## src/rtl/uart_tx_if.sv

```systemverilog
// Handshake bundle between the UART_TX control FSM (master) and the transmit datapath (slave).
interface uart_tx_if #(
  parameter int unsigned DATA_WIDTH = 8
);
  logic [DATA_WIDTH-1:0] P_DATA;
  logic                  DATA_VALID;
  logic                  PAR_TYP;
  logic                  BUSY;
  logic                  ser_en;
  logic [1:0]            mux_sel;
  logic                  ser_done;
  logic                  TX_OUT;

  modport master (
    output P_DATA, DATA_VALID, PAR_TYP, BUSY, ser_en, mux_sel,
    input  ser_done, TX_OUT
  );

  modport slave (
    input  P_DATA, DATA_VALID, PAR_TYP, BUSY, ser_en, mux_sel,
    output ser_done, TX_OUT
  );
endinterface

```

## src/rtl/uart_tx_datapath.sv

```systemverilog
// UART transmit datapath: word capture with parity, LSB-first serializer and a registered
// TX line mux driven by the control FSM's select.
module uart_tx_datapath #(
  parameter int unsigned DATA_WIDTH = 8
) (
  input  logic           CLK,
  input  logic           RST,
  uart_tx_if.slave       bus
);
  localparam int unsigned CntW = $clog2(DATA_WIDTH + 1);
  localparam logic [CntW-1:0] CntMax = CntW'(DATA_WIDTH);

  localparam logic [1:0] MuxStart  = 2'b00;
  localparam logic [1:0] MuxStop   = 2'b01;
  localparam logic [1:0] MuxData   = 2'b10;
  localparam logic [1:0] MuxParity = 2'b11;

  logic [DATA_WIDTH-1:0] shift_d, shift_q;
  logic [CntW-1:0]       bit_cnt_d, bit_cnt_q;
  logic                  par_bit_d, par_bit_q;
  logic                  tx_out_d, tx_out_q;
  logic                  capture;
  logic                  shift_req;
  logic                  ser_data;

  assign capture   = bus.DATA_VALID && !bus.BUSY;
  assign shift_req = bus.ser_en && (bus.mux_sel == MuxData) && (bit_cnt_q < CntMax);
  assign ser_data  = shift_q[0];

  always_comb begin
    shift_d   = shift_q;
    bit_cnt_d = bit_cnt_q;
    par_bit_d = par_bit_q;
    // Capture has priority so a new word always starts from a clean count.
    if (capture) begin
      shift_d   = bus.P_DATA;
      par_bit_d = bus.PAR_TYP ? ~^bus.P_DATA : ^bus.P_DATA;
      bit_cnt_d = '0;
    end else if (!bus.ser_en) begin
      bit_cnt_d = '0;
    end else if (shift_req) begin
      shift_d   = shift_q >> 1;
      bit_cnt_d = bit_cnt_q + 1'b1;
    end
  end

  always_comb begin
    tx_out_d = 1'b1;
    unique case (bus.mux_sel)
      MuxStart:  tx_out_d = 1'b0;
      MuxStop:   tx_out_d = 1'b1;
      MuxData:   tx_out_d = ser_data;
      MuxParity: tx_out_d = par_bit_q;
    endcase
  end

  always_ff @(posedge CLK) begin
    if (RST) begin
      shift_q   <= '0;
      bit_cnt_q <= '0;
      par_bit_q <= 1'b0;
      tx_out_q  <= 1'b1;
    end else begin
      shift_q   <= shift_d;
      bit_cnt_q <= bit_cnt_d;
      par_bit_q <= par_bit_d;
      tx_out_q  <= tx_out_d;
    end
  end

  assign bus.ser_done = (bit_cnt_q == CntMax);
  assign bus.TX_OUT   = tx_out_q;
endmodule

```

## src/flat_wrapper.sv

```systemverilog
// flat-port wrapper written by rule: the top's interface ports become plain ports
module uart_tx_datapath_flat 
#(
  parameter int unsigned DATA_WIDTH = 8
)
  (CLK, RST, bus_P_DATA, bus_DATA_VALID, bus_PAR_TYP, bus_BUSY, bus_ser_en, bus_mux_sel, bus_ser_done, bus_TX_OUT);
  uart_tx_if #(.DATA_WIDTH(DATA_WIDTH)) bus_i ();
  input  logic CLK;
  input  logic RST;
  input wire logic [$bits(bus_i.P_DATA)-1:0] bus_P_DATA;
  input wire logic [$bits(bus_i.DATA_VALID)-1:0] bus_DATA_VALID;
  input wire logic [$bits(bus_i.PAR_TYP)-1:0] bus_PAR_TYP;
  input wire logic [$bits(bus_i.BUSY)-1:0] bus_BUSY;
  input wire logic [$bits(bus_i.ser_en)-1:0] bus_ser_en;
  input wire logic [$bits(bus_i.mux_sel)-1:0] bus_mux_sel;
  output wire logic [$bits(bus_i.ser_done)-1:0] bus_ser_done;
  output wire logic [$bits(bus_i.TX_OUT)-1:0] bus_TX_OUT;
  assign bus_i.P_DATA = bus_P_DATA;
  assign bus_i.DATA_VALID = bus_DATA_VALID;
  assign bus_i.PAR_TYP = bus_PAR_TYP;
  assign bus_i.BUSY = bus_BUSY;
  assign bus_i.ser_en = bus_ser_en;
  assign bus_i.mux_sel = bus_mux_sel;
  assign bus_ser_done = bus_i.ser_done;
  assign bus_TX_OUT = bus_i.TX_OUT;
  uart_tx_datapath #(.DATA_WIDTH(DATA_WIDTH)) u_core (.CLK(CLK), .RST(RST), .bus(bus_i));
endmodule
```

## config.mk

```make
export PLATFORM = sky130hd
export DESIGN_NAME = uart_tx_datapath_flat
export DESIGN_NICKNAME = d
export VERILOG_FILES = /design/src/rtl/uart_tx_if.sv /design/src/rtl/uart_tx_datapath.sv /design/src/flat_wrapper.sv
export SDC_FILE = /design/constraint.sdc
export NUM_CORES = 1
export LEC_CHECK = 0
export ABC_AREA = 1
export ABC_CLOCK_PERIOD_IN_PS = 1500
export CAP_MARGIN = 20
export CORE_MARGIN = 3
export CORE_UTILIZATION = 50
export CTS_CLUSTER_SIZE = 14
export DETAILED_ROUTE_END_ITERATION = 8
export PLACE_DENSITY = 0.8
export REMOVE_ABC_BUFFERS = 1
export SLEW_MARGIN = 10
export SYNTH_ARGS = -nofsm -noshare
export SYNTH_HDL_FRONTEND = slang
export SYNTH_SLANG_ARGS = --single-unit
```

## constraint.sdc

```tcl
create_clock -name CLK -period 1.5 [get_ports CLK]
set_input_delay 0.15 -clock CLK [delete_from_list [all_inputs] [get_ports CLK]]
set_output_delay 0.15 -clock CLK [all_outputs]
set_load 0.01 [all_outputs]
```

After elaboration in Yosys (flattened, before gate mapping)
Index checks and enable logic that the tools add are counted.
- register bits: 14
- bits in latches: 0
- bits in writable memories: 0
- memory bits (read-only): 0
- bits of input ports: 16
- output and inout bits: 2
- logic and storage cells: 27
- memories: 0
- add/subtract/negate cells: 1
- $mul: 0
- div/mod/pow operators: 0
- order comparisons: 1
- equal/unequal tests: 4
- shifts and indexed selects: 0
- muxes and demuxes: 5
- bitwise operators: 1
- reductions and logical operators: 11
- operators with widths (cell ; number):
    8-bit 2-to-1 mux ; 3
    8-bit XNOR reduction ; 1
    8-bit XOR reduction ; 1
    4-bit by 1-bit adder with 4-bit output, second input constant ; 1
    2-bit == test, second input constant ; 2
    4-bit == test, second input constant ; 1
    4-bit less-than comparator, second input constant ; 1
    1-bit case mux with 4 select lines ; 1
    2-bit nonzero test ; 2
    1-bit logical AND ; 3
    3-bit OR reduction ; 1
    2-bit by 1-bit == test with 1-bit output, second input constant ; 1
    2-bit logical NOT ; 1
    2-bit AND reduction ; 1
    1-bit logical NOT ; 1
    1-bit 2-to-1 mux ; 1
    1-bit NOT ; 1

Longest topological paths before layout
Gate-level depths: netlist (run 1).
- depth after elaboration: 6
- gate-level depth with buffers: 10
- gate-level depth less buffers: 10

Worst setup path after synthesis (run 1)
Ideal clock, no wire load.
- kind: flip-flop to flip-flop
- from: reg u_core.bit_cnt_q[3]
- to: reg u_core.shift_q[6]
- setup time: 0.116 ns
- data arrival time: 0.913 ns
- setup slack: 0.471 ns
- cell stages (with the launch flop): 5
- buffers on the path: 0
- path through: dfxtp_1 nor2_4 nor2_4 inv_6 o211a_1
- word-level cells in the longest chain between the ends: 4
- RTL lines (what ; line ; source):
    start, declared ; uart_tx_datapath.sv:19 ; logic [CntW-1:0] bit_cnt_d, bit_cnt_q;
    start signal, assigned ; uart_tx_datapath.sv:65 ; bit_cnt_q <= bit_cnt_d;
    4-bit less-than comparator ; uart_tx_datapath.sv:27 ; assign shift_req = bus.ser_en && (bus.mux_sel == MuxData) && (bit_cnt_q < CntMax);
    1-bit logical AND ; uart_tx_datapath.sv:27 ;
    2-bit nonzero test (no source line) ; - ;
    2-bit AND reduction (no source line) ; - ;
    end signal, assigned ; uart_tx_datapath.sv:64 ; shift_q <= shift_d;
    end, declared ; uart_tx_datapath.sv:18 ; logic [DATA_WIDTH-1:0] shift_d, shift_q;
Every way passes these cells.
A chain may end at the register's enable or synchronous reset.

Final worst setup path (run 1)
- from: reg u_core.bit_cnt_q[0]
- to: out bus_ser_done
- word-level cells in the longest chain between the ends: 1
- RTL lines (what ; line ; source):
    4-bit == test ; uart_tx_datapath.sv:71 ; assign bus.ser_done = (bit_cnt_q == CntMax);
    end, declared ; flat_wrapper.sv:16 ; output wire logic [$bits(bus_i.ser_done)-1:0] bus_ser_done;
Every way passes these cells.

==> results of run 1 <==
[registers in the layout, indices dropped and copies added (netlist names)]
| signal | flops |
|---|---|
| u_core.shift_q | 8 |
| u_core.bit_cnt_q | 4 |
| u_core.bus.TX_OUT | 1 |
| u_core.par_bit_q | 1 |
[per-stage QoR]
stage	utilization (%)	hold WS, ns	instances
6_report	68.0	0.471	154
5_1_grt	68.0	0.491	154
4_1_cts	67.8	0.473	154
3_5_place_dp	66.5	0.455	151
3_3_place_gp	66.5	0.447	151
2_1_floorplan	-	0.219	117
[synth_stat cells (all sizes together)]
library cell and count:
a41oi 1, nor2 16, buf 1, nand3 8
nand2 33, inv 20, o211a 1, nor3 6
a21oi 3, a211oi 6, xor2 1, a31oi 1
dfxtp 14, nor3b 1, o21ai 4, ha 2
[how the worst max path moves through the flow]
| stage | start | endpoint |
|---|---|---|
| floorplan | u_core.bit_cnt_q[3]$_SDFFE_PP0P_ | u_core.shift_q[6]$_SDFFE_PP0P_ |
| global placement | bus_mux_sel[0] | u_core.shift_q[6]$_SDFFE_PP0P_ |
| detailed placement | bus_mux_sel[0] | u_core.shift_q[5]$_SDFFE_PP0P_ |
| CTS | u_core.bit_cnt_q[0]$_SDFFE_PP0P_ | bus_ser_done |
| global route | u_core.bit_cnt_q[1]$_SDFFE_PP0P_ | bus_ser_done |
| finish | u_core.bit_cnt_q[0]$_SDFFE_PP0P_ | bus_ser_done |
[report_power, final]
| group | internal, uW | switching, uW |
|---|---|---|
| clock network | 92.9 | 111 |
| registers | 393 | 12.7 |
| logic | 88.5 | 96.3 |
| total | 575 | 220 |
[cell usage in the layout, fill, tap and decap left out, types with 2 or more instances in the layout]
master           instances
a211oi_2                 6
a21oi_1                  3
clkbuf_4                 3
clkdlybuf4s50_1         16
dfxtp_1                 12
dfxtp_2                  2
ha_1                     2
inv_1                   17
inv_2                    2
nand2_1                 33
nand3_1                  6
nand3_2                  2
nor2_1                  11
nor2_2                   2
nor2_4                   3
nor3_1                   4
nor3_2                   2
o21ai_0                  2
o21ai_1                  2
[cell families (layout without fill, tap and decap cells)]
logic type | after synthesis | count (layout) | synth area share [%]
xor+xnor | 1 | 1 | 1.03
simple gates | 64 | 64 | 36.4
buf+inv | 21 | 41 | 10.8
flops | 14 | 14 | 33.0
fa+ha+maj | 2 | 2 | 2.95
compound gates | 16 | 16 | 15.9
[timing repair]
item                                   4_1_cts  5_1_grt
buffers inserted                             0        0
setup endpoints to repair                    1        1
endpoints found under the hold margin        0        0
resized for setup                            1        2
[metal layers]
| layer | share of wire, % | wire length (um) |
|---|---|---|
| met1 | 48 | 750 |
| met2 | 46 | 714 |
| met3 | 4.5 | 71 |
| met4 | 1.7 | 26 |
| met5 | 0 | 0 |
[critical path: cells and delay by family, from the launching register on]
| kind | cells | cell delay (ns) |
|---|---|---|
| DFF | 1 | 0.36 |
| buffers and inverters | 2 | 0.34 |
| adders and majority gates | 1 | 0.19 |
| and+or+nand+nor | 2 | 0.09 |
[final cells by class]
class                      count  area, um2
tap                           16       20.0
sequential                    14        283
multi-input combinational     83        478
inverter                      20       80.1
clock buffer                   3       22.5
fill                         135        499
timing repair buffer          18        176
==> key figures, run 1 <==
Status
  – Outcome: finished, final reports clean

Worst setup path
  – Critical path required time: 1.35 ns
  – Slowest-stage cell, CP: dfxtp_2
  – Reg2reg start: u_core.bit_cnt_q[3]$_SDFFE_PP0P_
  – Max incr delay on CP: 0.36 ns
  – Critical-path cell list: inv_1 > ha_1 > nand2_1 > nor2_1 > dlygate4sd2_1
  – Worst Reg-to-Reg Cells: 4
  – Critical Path Fanout Max: 4
  – Setup crit end kind: primary output
  – Reg-to-reg slack, setup: just under 0.4 ns
  – Critical path class: register to primary output
  – Critical Path Start Type: register
  – Worst R2R End: u_core.shift_q[6]$_SDFFE_PP0P_
  – Critical Path AT: 1.24 ns

STA
  – Final Hold Viols: 0
  – Total negative slack: 0 ns
  – RSZ-0062 raised after global routing: no
  – Setup violators final: 0
  – Final Slew Violations: 0
  – Period utilization: 92.4%
  – F_max: 722 MHz
  – Final setup margin: 0.115 ns
  – Final Skew: 0.00304 ns
  – Least-Margin Pin Slew: about 0.29 ns
  – Post-layout min period: approximately 1.4 ns
  – Slew headroom: between 80% and 90%

Yosys
  – Synthesized flop and latch total: 14
  – Area contributors post-synth: dfxtp_1, nand2_1, a211oi_2
  – Post-Syn Area: 850 um2
  – Post-synthesis cell count: 118
  – Syn Area/Cell: 7.20 um2
  – Syn. warnings: 0
  – Yosys top cell area share: 33.0%
  – Number of distinct library cells after synthesis: 23
  – Yosys top cell by area: dfxtp_1
  – Register area share after synthesis: roughly a third

Detailed routing
  – Routed vias: around 800
  – Router iterations before antenna repair: 4
  – First DRT Iteration DRCs: 25
  – WL/cell: 10.1 um
  – DRC viols: 0
  – Detail Route Antenna Nets: 0
  – Vias/cell: between 5 and 6
  – Overall routed net length: 1560 um

Global routing
  – Met1 Use GR: 22.1%
  – Number of global-route vias before repair: about 650
  – First-pass GRT wire length: 2620 um
  – M2 GR Usage: about a quarter
  – Largest net degree at the start of global routing: 14
  – All-Layer GR Usage: approximately 16%
  – GR peak layer: met2
  – Total gr overflow: 0
  – Initial antenna violation count: 0
  – Met3 Track Usage GR: 3.45%

Floorplanning
  – Die width: roughly 47 um
  – Initial Utilization: a little over half
  – DIE AREA: 2230 um2
  – Core area: 1560 um2
  – Ports: 18
  – Die height: 47.2 um
  – FP Rows: 14

Clock network
  – Clock Latency Late Sink: between 0.2 and 0.3 ns
  – Root buffer cell: clkbuf_4
  – Worst-path clk slew: 0.08 ns
  – TritonCTS buffer count: 3
  – CTS tree: done
  – H-tree levels: 1
  – Sink Count: 14
  – Hold_buf cts: 0
  – Bufs on Longest Clock Path: 2

Finish
  – Area Growth Syn to Fin: 24.7%
  – Ant diodes: 0
  – Final net count: between 150 and 200
  – Area of all placed cells without fillers: 1060 um2
  – Share of cells above drive strength 1: 17.4%

Pwr
  – Leak: approximately 0.00048 uW
  – Power density cells: between 700 and 800 nW/um2
  – Total Power: 795 uW
  – Worst VDD drop: around 0.39 mV

Placement
  – Pre-CTS setup slack: roughly 0.011 ns
  – I/O Buffers: 17
  – Post-DP HPWL: 1300 um
  – Routability-driven placement congestion ratio: 0.770
  – Dpl cell area: 1040 um2

Min path
  – Hold/Removal Path Class: register to register
  – Hold Path Origin: u_core.shift_q[7]$_SDFFE_PP0P_
  – Hold Path Depth: 2
  – Hold EP: u_core.shift_q[7]$_SDFFE_PP0P_

Flow run
  – Max_cap viols: 0
No activity file was read; power rests on OpenSTA's default activity.
==> run 2: changes to the inputs <==
--- a/config.mk
+++ b/config.mk
@@ -10,10 +10,12 @@
 export CAP_MARGIN = 20
 export CORE_MARGIN = 3
 export CORE_UTILIZATION = 50
+export CTS_BUF_LIST = sky130_fd_sc_hd__clkbuf_4 sky130_fd_sc_hd__clkbuf_8 sky130_fd_sc_hd__clkbuf_16
 export CTS_CLUSTER_SIZE = 14
 export DETAILED_ROUTE_END_ITERATION = 8
-export PLACE_DENSITY = 0.8
+export PLACE_DENSITY = 0.85
 export REMOVE_ABC_BUFFERS = 1
+export SKIP_LAST_GASP = 1
 export SLEW_MARGIN = 10
 export SYNTH_ARGS = -nofsm -noshare
 export SYNTH_HDL_FRONTEND = slang
==> key figures, run 2 (synthesis gave the netlist of run 1 again) <==
Status
  – Outcome: finished, final reports clean

Worst setup path
  – Slowest-stage cell, CP: dfxtp_1
  – Critical Path Fanout Max: 3 (-1)
  – Setup crit end kind: primary output
  – Critical path required time: 1.35 ns (about the same)
  – Reg-to-reg slack, setup: 0.35 ns (-0.04 ns)
  – Critical path class: register to primary output
  – Critical Path AT: 1.29 ns (+0.05 ns)
  – Worst R2R End: u_core.shift_q[5]$_SDFFE_PP0P_
  – Worst Reg-to-Reg Cells: 5 (+1)
  – Max incr delay on CP: 0.37 ns (about the same)
  – Reg2reg start: u_core.bit_cnt_q[3]$_SDFFE_PP0P_
  – Critical-path cell list: inv_1 > ha_1 > nand2_1 > nor2_1 > dlygate4sd2_1
  – Critical Path Start Type: register

Placement
  – Routability-driven placement congestion ratio: 0.693 (-10%)
  – Post-DP HPWL: 1410 um (+7.9%)
  – Placed Cells: 151 (unchanged)
  – I/O Buffers: 17 (unchanged)
  – Pre-CTS setup slack: 0.0196 ns (+0.00858 ns)

Clock network
  – Hold_buf cts: 0 (unchanged)
  – TritonCTS buffer count: 3 (unchanged)
  – Clock Latency Late Sink: 0.28 ns (about the same)
  – Worst-path clk slew: 0.09 ns (about the same)
  – Bufs on Longest Clock Path: 2 (unchanged)
  – H-tree levels: 1 (unchanged)
  – Root buffer cell: clkbuf_4
  – CTS tree: done
  – Sink Count: 14 (unchanged)
  – Setup Buffers After CTS: 0 (unchanged)

Detailed routing
  – Overall routed net length: 1730 um (+11%)
  – WL/cell: 11.1 um (+9.9%)
  – Routed vias: 808 (+2.7%)
  – DRC viols: 0 (unchanged)
  – Detail Route Antenna Nets: 0 (unchanged)
  – Vias/cell: 5.21 (+2.0%)
  – Router iterations before antenna repair: 4 (unchanged)
  – First DRT Iteration DRCs: 20 (-20%)

Finish
  – Final net count: 158 (unchanged)
  – Commonest cells after routing, fill and taps aside: nand2_1, inv_1, clkdlybuf4s50_1
  – Final cell count without fillers: 155 (+0.65%)
  – Max FFs per register: 8 (unchanged)
  – Fillcell total: 135 (unchanged)
  – Largest registers: u_core.shift_q (8), u_core.bit_cnt_q (4)
  – Ant diodes: 0 (unchanged)
  – Final core occ: 68.8% (+0.80 points)
  – Share of cells above drive strength 1: 17.3% (-0.13 points)
  – Commonest non-fill, non-tap cell in the layout: nand2_1
  – Largest reg by FF count: u_core.shift_q
  – Area Growth Syn to Fin: 26.2%

Min path
  – Hold/Removal Path Class: register to register
  – Hold EP: u_core.shift_q[7]$_SDFFE_PP0P_
  – Hold Path Depth: 2 (unchanged)
  – Hold Path Origin: u_core.shift_q[7]$_SDFFE_PP0P_

STA
  – Least-Margin Pin Slew: 0.309 ns (+0.0230 ns)
  – Total negative slack: 0 ns (unchanged)
  – Post-layout min period: 1.44 ns (+0.0578 ns)
  – Setup violators final: 0 (unchanged)
  – Period utilization: 96.2% (+3.9 points)
  – Final Skew: 0.00409 ns (+0.00105 ns)
  – Final Slew Violations: 0 (unchanged)
  – Slew headroom: 79.3% (-1.5 points)
  – Final setup margin: 0.0568 ns (-0.0578 ns)
  – F_max: 693 MHz (-4.0%)
  – Final Hold Viols: 0 (unchanged)
  – RSZ-0062 raised after global routing: no

Global routing
  – Total gr overflow: 0 (unchanged)
  – Initial antenna violation count: 0 (unchanged)
  – Largest net degree at the start of global routing: 14 (unchanged)
  – Number of global-route vias before repair: 679 (+4.0%)
  – First-pass GRT wire length: 2590 um (-1.1%)
  – All-Layer GR Usage: 16.2% (-0.22 points)

Floorplanning
  – Die height: 47.2 um (unchanged)
  – Ports: 18 (unchanged)
  – DIE AREA: 2230 um2 (unchanged)
  – Die width: 47.2 um (unchanged)
  – Initial Utilization: 54.5% (unchanged)
  – FP Rows: 14 (unchanged)
  – Core area: 1560 um2 (unchanged)

Pwr
  – Power density cells: 814 nW/um2 (+8.6%)
  – Worst VDD drop: 0.448 mV (+15%)
  – Leak: 0.000491 uW (+1.4%)
  – Total Power: 873 uW (+9.8%)

Flow run
  – Max_cap viols: 0 (unchanged)
run 2: cell types whose count changed in the layout (fill, tap and decap cells not counted), sizes merged:
cell	previous run	this run
clkbuf	3	4
run 2: routing by layer:
| layer | vias up | share of wire (%) | GRT usage, % |
|---|---|---|---|
| met5 | - | 0 | 0 |
| met4 | 0 | 2.5 | 6.63 |
| met3 | 4 | 6.3 | 2.30 |
| met2 | 31 | 47 | 29.4 |
| met1 | 351 | 44 | 18.6 |
| li1 | 422 | - | - |
run 2: report_power, final:
part | internal [uW] | switching (uW) | total, uW
logic | 88.5 | 98.0 | 187
registers | 393 | 14.3 | 408
clock network | 148 | 131 | 279
run 2: repair_timing:
action / in CTS / in global routing
endpoints found under the hold margin: 0 / 0
resized for setup: 1 / 1
endpoints found under the setup margin: 1 / 1
run 2: how the worst max path moves through the flow:
stage                                           from                              to  slack [ns]
floorplan           u_core.bit_cnt_q[3]$_SDFFE_PP0P_  u_core.shift_q[6]$_SDFFE_PP0P_        0.47
global placement                      bus_mux_sel[0]  u_core.shift_q[6]$_SDFFE_PP0P_        0.04
detailed placement                    bus_mux_sel[0]  u_core.shift_q[6]$_SDFFE_PP0P_        0.02
finish              u_core.bit_cnt_q[1]$_SDFFE_PP0P_                    bus_ser_done        0.06
global route        u_core.bit_cnt_q[1]$_SDFFE_PP0P_                    bus_ser_done        0.01
CTS                 u_core.bit_cnt_q[0]$_SDFFE_PP0P_                    bus_ser_done        0.02
run 2: stage by stage:
step,cell area [um2],hold slack (ns)
3_3_place_gp,1040,0.449
6_report,1070,0.471
2_1_floorplan,838,0.219
4_1_cts,1070,0.464
3_5_place_dp,1040,0.452
5_1_grt,1070,0.505
run 2: critical path: cells and delay by family (launching register included):
kind | cells | cell delay, ns
flops | 1 | 0.37
simple gates | 2 | 0.11
buf+inv | 2 | 0.36
fa+ha+maj | 1 | 0.18
run 2: cell type report:
class / instances / area [um2] / area share (%)
clock buffer: 4 / 36.3 / 3.38
inverter: 20 / 80.1 / 7.47
multi-input combinational: 83 / 478 / 44.6
sequential: 14 / 282 / 26.3
tap: 16 / 20.0 / 1.87
timing repair buffer: 18 / 176 / 16.5
==> run 3: changes to the inputs <==
--- a/config.mk
+++ b/config.mk
@@ -8,13 +8,14 @@
 export ABC_AREA = 1
 export ABC_CLOCK_PERIOD_IN_PS = 1500
 export CAP_MARGIN = 20
-export CORE_MARGIN = 3
+export CORE_MARGIN = 8
 export CORE_UTILIZATION = 50
 export CTS_BUF_LIST = sky130_fd_sc_hd__clkbuf_4 sky130_fd_sc_hd__clkbuf_8 sky130_fd_sc_hd__clkbuf_16
 export CTS_CLUSTER_SIZE = 14
 export DETAILED_ROUTE_END_ITERATION = 8
 export PLACE_DENSITY = 0.85
 export REMOVE_ABC_BUFFERS = 1
+export SETUP_SLACK_MARGIN = 0.2
 export SKIP_LAST_GASP = 1
 export SLEW_MARGIN = 10
 export SYNTH_ARGS = -nofsm -noshare
==> constraint.sdc (replaced) <==
create_clock -name CLK -period 1.5 [get_ports CLK]
set_input_delay 0.3 -clock CLK [delete_from_list [all_inputs] [get_ports CLK]]
set_output_delay 0.3 -clock CLK [all_outputs]
set_load 0.01 [all_outputs]
==> key figures, run 3 (synthesis gave the netlist of run 1 again) <==
Global routing
  – Largest net degree at the start of global routing: 14 (unchanged)
  – All-Layer GR Usage: 13.3% (-2.9 points)
  – Number of global-route vias before repair: 865 (+27%)
  – Initial antenna violation count: 0 (unchanged)
  – Total gr overflow: 0 (unchanged)
  – First-pass GRT wire length: 3510 um (+35%)

Clock network
  – Root buffer cell: clkbuf_4
  – CTS tree: done
  – H-tree levels: 1 (unchanged)
  – Sink Count: 14 (unchanged)
  – Bufs on Longest Clock Path: 2 (unchanged)
  – TritonCTS buffer count: 3 (unchanged)
  – Worst-path clk slew: 0.08 ns (about the same)
  – Hold_buf cts: 0 (unchanged)
  – Clock Latency Late Sink: 0.28 ns (about the same)

Finish
  – Fillcell total: 136 (+0.74%)
  – Commonest non-fill, non-tap cell in the layout: nand2_1
  – Share of cells above drive strength 1: 32.2% (+15 points)
  – Largest reg by FF count: u_core.shift_q
  – Commonest cells after routing, fill and taps aside: nand2_1, inv_1, dfxtp_1
  – Ant diodes: 0 (unchanged)
  – Area Growth Syn to Fin: 40.4%
  – Final net count: 169 (+7.0%)
  – Final core occ: 71.4% (+2.6 points)
  – Max FFs per register: 8 (unchanged)
  – Largest registers: u_core.shift_q (8), u_core.bit_cnt_q (4)

Worst setup path
  – WP buf/inv: 2 (unchanged)
  – Reg-to-reg slack, setup: 0.33 ns (-0.02 ns)
  – Critical path required time: 1.20 ns (-0.15 ns)
  – Critical-path cell list: inv_2 > ha_4 > nand2_1 > nor2_1 > buf_2
  – Max incr delay on CP: 0.33 ns (-0.04 ns)
  – Critical Path AT: 1.06 ns (-0.23 ns)
  – Setup crit end kind: primary output
  – Critical path class: register to primary output
  – Reg2reg start: u_core.bit_cnt_q[3]$_SDFFE_PP0P_
  – Worst R2R End: u_core.shift_q[6]$_SDFFE_PP0P_
  – Top delay family on crit path: flip-flops
  – Worst Reg-to-Reg Cells: 5 (unchanged)
  – Slowest-stage cell, CP: dfxtp_2
  – Critical Path Start Type: register
  – Critical Path Fanout Max: 2 (-1)

Detailed routing
  – DRC viols: 0 (unchanged)
  – First DRT Iteration DRCs: 13 (-35%)
  – WL/cell: 12.4 um (+11%)
  – Detail Route Antenna Nets: 0 (unchanged)
  – Overall routed net length: 2060 um (+19%)
  – Router iterations before antenna repair: 4 (unchanged)
  – Routed vias: 850 (+5.2%)
  – Vias/cell: 5.12 (-1.8%)

Floorplanning
  – FP Rows: 15 (+1)
  – Ports: 18 (unchanged)
  – Initial Utilization: 50.9% (-3.6 points)
  – Core area: 1670 um2 (+7.1%)
  – Die width: 57.2 um (+21%)
  – DIE AREA: 3270 um2 (+47%)
  – Die height: 57.2 um (+21%)

STA
  – Slew headroom: 77.6% (-1.8 points)
  – Setup violators final: 0 (unchanged)
  – RSZ-0062 raised after global routing: yes
  – Final Hold Viols: 0 (unchanged)
  – Final Slew Violations: 0 (unchanged)
  – F_max: 735 MHz (+6.1%)
  – Period utilization: 90.7% (-5.5 points)
  – Least-Margin Pin Slew: 0.336 ns (+0.0267 ns)
  – Post-layout min period: 1.36 ns (-0.0826 ns)
  – Hold slack: 0.409 ns (-0.0621 ns)
  – Final Skew: 0.00264 ns (-0.00145 ns)

Min path
  – Hold/Removal Path Class: primary input to register
  – Hold Path Depth: 3 (+1)
  – Hold EP: u_core.shift_q[0]$_SDFFE_PP0P_
  – Hold Path Origin: bus_P_DATA[0]

Pwr
  – Worst VDD drop: 0.441 mV (-1.6%)
  – Power density cells: 699 nW/um2 (-14%)
  – Leak: 0.000606 uW (+23%)

Placement
  – Post-DP HPWL: 1540 um (+9.1%)
  – I/O Buffers: 17 (unchanged)
  – Routability-driven placement congestion ratio: 0.851 (+23%)

Flow run
  – Max_cap viols: 0 (unchanged)

Status
  – Outcome: finished, final reports clean
-- run 3: layer usage --
metal / global-route usage, % / up-vias / share of wire [%]
met1: 14.8 / 393 / 44
met5: 0 / - / 0
li1: - / 441 / -
met2: 21.9 / 14 / 53
met4: 9.64 / 0 / 1.3
met3: 2.69 / 2 / 2.2
-- run 3: layout make-up --
cell class | instances | area [um2] | area share, %
multi-input cells | 83 | 515 | 43.2
repair buffers | 28 | 262 | 21.9
well taps | 17 | 21.3 | 1.78
inverters | 20 | 85.1 | 7.14
flip-flops and latches | 14 | 283 | 23.7
repair inverters | 1 | 3.75 | 0.315
clock buffers | 3 | 22.5 | 1.89
-- run 3: worst max path at each step --
stage | from | to | slack (ns) | cells past startpoint
6_report | u_core.bit_cnt_q[0]$_SDFFE_PP0P_ | bus_ser_done | 0.14 | 5
3_3_place_gp | bus_mux_sel[0] | u_core.shift_q[6]$_SDFFE_PP0P_ | -0.07 | 7
4_1_cts | u_core.bit_cnt_q[1]$_SDFFE_PP0P_ | bus_ser_done | 0.12 | 5
3_5_place_dp | bus_mux_sel[0] | u_core.shift_q[0]$_SDFFE_PP0P_ | -0.13 | 8
2_1_floorplan | bus_DATA_VALID | u_core.shift_q[4]$_SDFFE_PP0P_ | 0.45 | 5
5_1_grt | u_core.bit_cnt_q[1]$_SDFFE_PP0P_ | bus_ser_done | 0.09 | 5
-- run 3: per-stage QoR --
step	TNS [ns]	worst slack (ns)	total power [uW]	area (um2)	std cells
after floorplan	0	0.445	525	838	117
after global placement	-0.401	-0.0712	606	1090	159
after detailed placement	-0.920	-0.130	615	1090	159
after CTS	0	0.118	821	1110	163
after global routing	0	0.0863	875	1190	166
final	0	0.139	834	1190	166
-- run 3: tightest hold or removal path, stage by stage --
cell and delay [ns]:
dlymetal6s2s_1 0.15, nand2_1 0.09, a31oi_1 0.10
-- run 3: where the power goes --
| part | internal, uW | switching, uW | leakage, uW | total [uW] |
|---|---|---|---|---|
| Sequential | 393 | 14.2 | 0.000116 | 407 |
| Clock | 93.0 | 117 | 0.0000138 | 210 |
| Combinational | 99.6 | 117 | 0.000476 | 217 |
-- run 3: timing repair --
action / in CTS / in global routing
gates cloned: 1 / 0
pin swaps: 2 / 5
setup buffers: 0 / 3
setup endpoints to repair: 5 / 11
gates resized for setup: 10 / 22
